`src/rtl/id_stage_reg.sv`:
```
// id_stage_reg : RV32 decode stage plus ID/EX pipeline register.
//
// Contents: instruction decode, a 32 x Width register file, immediate
// generation, load-use hazard detection with a multi-cycle stall counter,
// and the registered ID/EX outputs. All EX-facing outputs are registered,
// so decode takes one cycle.
//
// Optional build macro: FORWARD_WB_EN. When it is defined, a write-back to
// rs1/rs2 in the same cycle passes wb_data straight into ID/EX. When it is
// undefined, ID/EX captures the value held before the write, and the EX
// forwarding unit has to cover that distance.
//
// Parameters:
//   Width     datapath/register width (>= 32)
//   LoadStall bubble cycles per load-use hazard (1..3)
//
// Ports:
//   clk, reset           rising-edge clock, synchronous active-high reset
//   id_valid/pc/instr    instruction held in IF/ID
//   wb_we/rd/data        register-file write port
//   flush                kill the instruction in ID (taken branch/jump in EX)
//   pc_en, ifid_en       combinational hold controls for PC and IF/ID
//   ex_*                 registered ID/EX fields; ex_ctrl is
//                        {ALUSrc,MemtoReg,RegWrite,MemRead,MemWrite,Branch,Jump,ALUop[1:0]}
module id_stage_reg #(
  parameter int Width     = 32,
  parameter int LoadStall = 1
) (
  input  logic             clk,
  input  logic             reset,
  input  logic             id_valid,
  input  logic [Width-1:0] id_pc,
  input  logic [31:0]      id_instr,
  input  logic             wb_we,
  input  logic [4:0]       wb_rd,
  input  logic [Width-1:0] wb_data,
  input  logic             flush,
  output logic             pc_en,
  output logic             ifid_en,
  output logic             ex_valid,
  output logic [Width-1:0] ex_pc,
  output logic [Width-1:0] ex_rs1_data,
  output logic [Width-1:0] ex_rs2_data,
  output logic [Width-1:0] ex_imm,
  output logic [4:0]       ex_rs1,
  output logic [4:0]       ex_rs2,
  output logic [4:0]       ex_rd,
  output logic [3:0]       ex_alu_ctrl,
  output logic [8:0]       ex_ctrl
);

  localparam logic [6:0] OP_R     = 7'b0110011;
  localparam logic [6:0] OP_IALU  = 7'b0010011;
  localparam logic [6:0] OP_LOAD  = 7'b0000011;
  localparam logic [6:0] OP_STORE = 7'b0100011;
  localparam logic [6:0] OP_BR    = 7'b1100011;
  localparam logic [6:0] OP_JAL   = 7'b1101111;
  localparam logic [6:0] OP_JALR  = 7'b1100111;
  localparam logic [6:0] OP_LUI   = 7'b0110111;
  localparam logic [6:0] OP_AUIPC = 7'b0010111;

  logic [6:0] opcode;
  logic [4:0] rs1, rs2, rd;
  assign opcode = id_instr[6:0];
  assign rd     = id_instr[11:7];
  assign rs1    = id_instr[19:15];
  assign rs2    = id_instr[24:20];

  // ---------------- decode + immediate ----------------
  logic [8:0]  ctrl;
  logic [31:0] imm32;
  logic        use_rs1, use_rs2;

  always_comb begin
    ctrl    = '0;
    imm32   = '0;
    use_rs1 = 1'b0;
    use_rs2 = 1'b0;
    case (opcode)
      OP_R: begin
        ctrl = 9'b0_0_1_0_0_0_0_10; use_rs1 = 1'b1; use_rs2 = 1'b1;
      end
      OP_IALU: begin
        ctrl = 9'b1_0_1_0_0_0_0_10; use_rs1 = 1'b1;
        imm32 = {{20{id_instr[31]}}, id_instr[31:20]};
      end
      OP_LOAD: begin
        ctrl = 9'b1_1_1_1_0_0_0_00; use_rs1 = 1'b1;
        imm32 = {{20{id_instr[31]}}, id_instr[31:20]};
      end
      OP_STORE: begin
        ctrl = 9'b1_0_0_0_1_0_0_00; use_rs1 = 1'b1; use_rs2 = 1'b1;
        imm32 = {{20{id_instr[31]}}, id_instr[31:25], id_instr[11:7]};
      end
      OP_BR: begin
        ctrl = 9'b0_0_0_0_0_1_0_01; use_rs1 = 1'b1; use_rs2 = 1'b1;
        imm32 = {{19{id_instr[31]}}, id_instr[31], id_instr[7],
                 id_instr[30:25], id_instr[11:8], 1'b0};
      end
      OP_JAL: begin
        ctrl = 9'b1_0_1_0_0_0_1_00;
        imm32 = {{11{id_instr[31]}}, id_instr[31], id_instr[19:12],
                 id_instr[20], id_instr[30:21], 1'b0};
      end
      OP_JALR: begin
        ctrl = 9'b1_0_1_0_0_0_1_00; use_rs1 = 1'b1;
        imm32 = {{20{id_instr[31]}}, id_instr[31:20]};
      end
      OP_LUI, OP_AUIPC: begin
        ctrl = 9'b1_0_1_0_0_0_0_00;
        imm32 = {id_instr[31:12], 12'b0};
      end
      default: ;
    endcase
  end

  // ---------------- register file ----------------
  logic [Width-1:0] rf [32];
  logic [Width-1:0] rs1_val, rs2_val;

  always_ff @(posedge clk) begin
    if (reset) begin
      for (int i = 0; i < 32; i++) rf[i] <= '0;
    end else if (wb_we && wb_rd != 5'd0) begin
      rf[wb_rd] <= wb_data;
    end
  end

  always_comb begin
    rs1_val = (rs1 == 5'd0) ? '0 : rf[rs1];
    rs2_val = (rs2 == 5'd0) ? '0 : rf[rs2];
`ifdef FORWARD_WB_EN
    // write-through: same-cycle write-back wins over the stored value
    if (wb_we && wb_rd != 5'd0 && wb_rd == rs1) rs1_val = wb_data;
    if (wb_we && wb_rd != 5'd0 && wb_rd == rs2) rs2_val = wb_data;
`endif
  end

  // ---------------- load-use hazard / stall ----------------
  logic [1:0] stall_cnt;
  logic       hazard, stall;

  assign hazard = id_valid & ex_valid & ex_ctrl[5] & (ex_rd != 5'd0) &
                  ((use_rs1 & (ex_rd == rs1)) | (use_rs2 & (ex_rd == rs2)));
  assign stall  = hazard | (stall_cnt != 2'd0);
  // a flush overrides the hold so the redirected fetch proceeds
  assign pc_en   = ~stall | flush;
  assign ifid_en = ~stall | flush;

  // The first bubble comes from the hazard itself; the counter supplies
  // the remaining LoadStall-1, since ex_valid is 0 by then.
  always_ff @(posedge clk) begin
    if (reset || flush)
      stall_cnt <= '0;
    else if (stall_cnt == 2'd0 && hazard)
      stall_cnt <= 2'(LoadStall - 1);
    else if (stall_cnt != 2'd0)
      stall_cnt <= stall_cnt - 2'd1;
  end

  // ---------------- ID/EX register ----------------
  always_ff @(posedge clk) begin
    if (reset || flush || stall) begin
      ex_valid    <= 1'b0;
      ex_pc       <= '0;
      ex_rs1_data <= '0;
      ex_rs2_data <= '0;
      ex_imm      <= '0;
      ex_rs1      <= '0;
      ex_rs2      <= '0;
      ex_rd       <= '0;
      ex_alu_ctrl <= '0;
      ex_ctrl     <= '0;
    end else begin
      ex_valid    <= id_valid;
      ex_pc       <= id_pc;
      ex_rs1_data <= rs1_val;
      ex_rs2_data <= rs2_val;
      ex_imm      <= Width'($signed(imm32));
      ex_rs1      <= rs1;
      ex_rs2      <= rs2;
      ex_rd       <= rd;
      ex_alu_ctrl <= {id_instr[30], id_instr[14:12]};
      ex_ctrl     <= id_valid ? ctrl : 9'd0;
    end
  end

endmodule
```
`config.mk`:
```
export PLATFORM = sky130hd
export DESIGN_NAME = id_stage_reg
export DESIGN_NICKNAME = d
export VERILOG_FILES = /design/src/rtl/id_stage_reg.sv
export SDC_FILE = /design/constraint.sdc
export NUM_CORES = 2
export LEC_CHECK = 0
export ABC_AREA = 1
export CAP_MARGIN = 20
export CELL_PAD_IN_SITES_DETAIL_PLACEMENT = 1
export CELL_PAD_IN_SITES_GLOBAL_PLACEMENT = 1
export CORE_MARGIN = 10
export CORE_UTILIZATION = 40
export CTS_CLUSTER_DIAMETER = 80
export DETAILED_ROUTE_END_ITERATION = 16
export PLACE_DENSITY = 0.8
export SLEW_MARGIN = 20
export SYNTH_ARGS = -nofsm -noshare
export SYNTH_HDL_FRONTEND = slang
export SYNTH_SLANG_ARGS = --single-unit
```
`constraint.sdc`:
```
create_clock -name clk -period 5.5 [get_ports clk]
set_input_delay 1.1 -clock clk [delete_from_list [all_inputs] [get_ports clk]]
set_output_delay 1.1 -clock clk [all_outputs]
set_load 0.01 [all_outputs]
```
==> impl_metrics.env <==
export IMPL_fmax_mhz=223
export IMPL_rr_endpoint="ex_pc[31]"
export IMPL_worstPathArrival_ns=3.39
export IMPL_min_from="stall_cnt[0]"
export IMPL_clock_latency_ns=0.80
export IMPL_fin_area_um2=68100
export IMPL_area_growth_pct=14.9
export IMPL_place_ws_ns=1.05
export IMPL_avgRoutedWirePerCell_um=30.0
export IMPL_port_buffers=264
export IMPL_routed_wl_um=263000
export IMPL_finalCritPeriodShare=0.816
export IMPL_die_w_um=405
export IMPL_reg2reg_from="ex_rd[2]"
export IMPL_min_to="stall_cnt[0]"
export IMPL_synthCells=6769
export IMPL_drt_iter0_drc=8344
export IMPL_layout_drive_gt1_share=0.0709
export IMPL_power_total_uw=22300
export IMPL_cts_hold_fix_buffers=0
export IMPL_wl_met3_um=31400
export IMPL_h_tree_depth=4
export IMPL_rr_worst_depth=10
export IMPL_grt_pass1_wl_um=377000
export IMPL_io_pins=265
export IMPL_relSlewSlack=0.170
export IMPL_overflow=0
export IMPL_top_layer_used="met5"
export IMPL_cp_cell_sequence="buf_8 -> inv_6 -> nand2_1 -> nand2_1 -> a21oi_1 -> nand3_1 -> nand2_1 -> a21oi_4 -> or2_2 -> clkdlybuf4s50_1"
export IMPL_cts_root_buf="clkbuf_16"
export IMPL_avgViaCountPerCell=6.38
export IMPL_setup_viol=0
export IMPL_setup_ws_ns=1.01
export IMPL_status="complete, no violations"
export IMPL_cp_max_fo=99
export IMPL_grt_util_all_layers=0.308
export IMPL_synth_seq_area_share=0.572
export IMPL_die_area_um2=164000
export IMPL_clk_pin_slew_ns=0.05
export IMPL_cts_setup_buffers=0
export IMPL_synth_area_um2=59200
export IMPL_wl_met2_um=119000
export IMPL_wl_met1_um=92900
export IMPL_fin_crit_ns=4.49
export IMPL_synthDistinctLibCells=30
export IMPL_worstPathRequired_ns=4.40
export IMPL_grt_pass1_vias=57002
export IMPL_antenna_found_initial=15
export IMPL_crit_path_frequent_cell="nand2_1"
export IMPL_drtAntennaViolNets=0
export IMPL_hp_class="reg -> reg"
export IMPL_firstDrtPassIters=7
export IMPL_fp_row_count=141
export IMPL_dp_hpwl_um=148000
export IMPL_core_area_um2=147000
export IMPL_num_nets_final=6831
export IMPL_cts_buffers=134
export IMPL_slew_violations=0
export IMPL_r2r_slack_ns=2.69
export IMPL_place_area_um2=63600
export IMPL_yosys_warnings=0
export IMPL_final_common_cell="nor2_1"
export IMPL_grt_start_max_net_pins=235
export IMPL_synth_edf_count=1024
export IMPL_gp_congestion=0.884
export IMPL_cts_tree="done"
export IMPL_syn_avg_cell_area_um2=8.75
export IMPL_clock_path_buffers=3
export IMPL_critical_path_class="in -> out"
export IMPL_final_cell_mix="1380 x nor2_1, 1024 x edfxtp_1, 919 x o21ai_0"
export IMPL_power_density_nw_per_um2=328
export IMPL_min_path_cells=2
export IMPL_cap_viol_max_count=0
export IMPL_path_delay_family="buffers and inverters"
export IMPL_start_kind="primary input"
export IMPL_drc=0
export IMPL_slowest_stage="clkdlybuf4s50_1"
export IMPL_slowest_delay_ns=0.51
export IMPL_final_hold_viol_count=0
export IMPL_vias=55984
export IMPL_endpoint_kind="primary output"
export IMPL_fin_worst_skew_ns=0.0298
export IMPL_async_reset_ff_frac=0
export IMPL_p_leak_uw=0.0257
export IMPL_ir_drop_uv=270
export IMPL_path_buf_inv=3
export IMPL_grt_setup_unrepaired="false"
export IMPL_start_util=0.402
export IMPL_clock_sinks=1181
export IMPL_synth_main_ff_cell="edfxtp_1"
export IMPL_fp_dieH_um=405
export IMPL_setup_tns_ns=0
export IMPL_cts_resized=0
export IMPL_synth_seq_cells=1181
export IMPL_worst_pin_slew_ns=1.25
[Yosys cell counts, drive strengths merged (33+ instances only)]
library cell	n	area [µm²]
nand4	35	219
nand3	527	2640
o22ai	33	206
edfxtp	1024	30700
dfxtp	157	3140
o21ai	929	4650
nor2	1404	5320
o211ai	345	2590
buf	196	943
clkbuf	453	1700
a21oi	605	3040
nand2	545	2050
inv	494	1850
[worst max-delay path by stage]
stage                             from      end  slack, ns  cells past startpoint
after detailed placement  id_instr[15]  ifid_en       1.05                     10
after global routing      id_instr[15]  ifid_en       0.86                     10
after floorplan           id_instr[23]    pc_en       2.11                     10
final                     id_instr[15]  ifid_en       1.01                     10
after CTS                 id_instr[15]  ifid_en       1.04                     10
after global placement    id_instr[15]  ifid_en       1.02                     10
[report_power, final]
part,leakage (µW),switching (µW),internal [µW]
Sequential,0.0110,234,10200
Clock,0.00214,3850,5340
Combinational,0.0125,1980,726
[stage by stage]
stage               utilization  hold slack, ns  std cells
floorplan                     -           0.445       6800
global placement          0.431           0.452       8513
detailed placement        0.431           0.463       8514
CTS                       0.461           0.493       8756
global route              0.461           0.507       8764
finish                    0.461           0.504       8770
[kinds of logic after synthesis]
logic type / count (synthesis) / share of synthesized area
other: 1 / 0.0000633
DFF: 1181 / 0.572
adders and majority gates: 1 / 0.000211
AOI/OAI and AO/OA: 1913 / 0.177
xor gates and xnor gates: 3 / 0.000444
and+or+nand+nor: 2525 / 0.174
buffers and inverters: 1145 / 0.0761
[worst reg2reg max path, cell delays in order (launching register included)]
cell     delay (ns)
dfxtp_1        0.49
nand2_1        0.11
nand2_1        0.09
nor2_1         0.06
nand4_1        0.10
nand2_1        0.11
a21oi_4        0.20
buf_4          0.34
nand2_2        0.64
buf_4          0.48
nor2_1         0.13
[metal layers]
layer | GRT usage | vias to the layer above
met5 | 0 | -
met4 | 0.211 | 4
met3 | 0.0801 | 1084
met2 | 0.483 | 3893
met1 | 0.371 | 27817
li1 | - | 23186
[state kept, by name (all words and copies together), names as in the netlist]
name	count
rf	1024
ex_imm	32
ex_pc	32
ex_rs1_data	32
ex_rs2_data	32
ex_ctrl	7
ex_rd	5
ex_rs1	5
ex_rs2	5
ex_alu_ctrl	4
stall_cnt	2
ex_valid	1
[final cells by class]
class / count / area (µm²)
Fill cell: 16854 / 79400
Timing Repair Buffer: 437 / 4330
Multi-Input combinational cell: 4474 / 21100
Tap cell: 1930 / 2410
Antenna cell: 10 / 25.0
Clock inverter: 61 / 587
Sequential cell: 1181 / 33900
Inverter: 496 / 1880
Clock buffer: 181 / 3790
No activity file was read; power rests on OpenSTA's default activity.
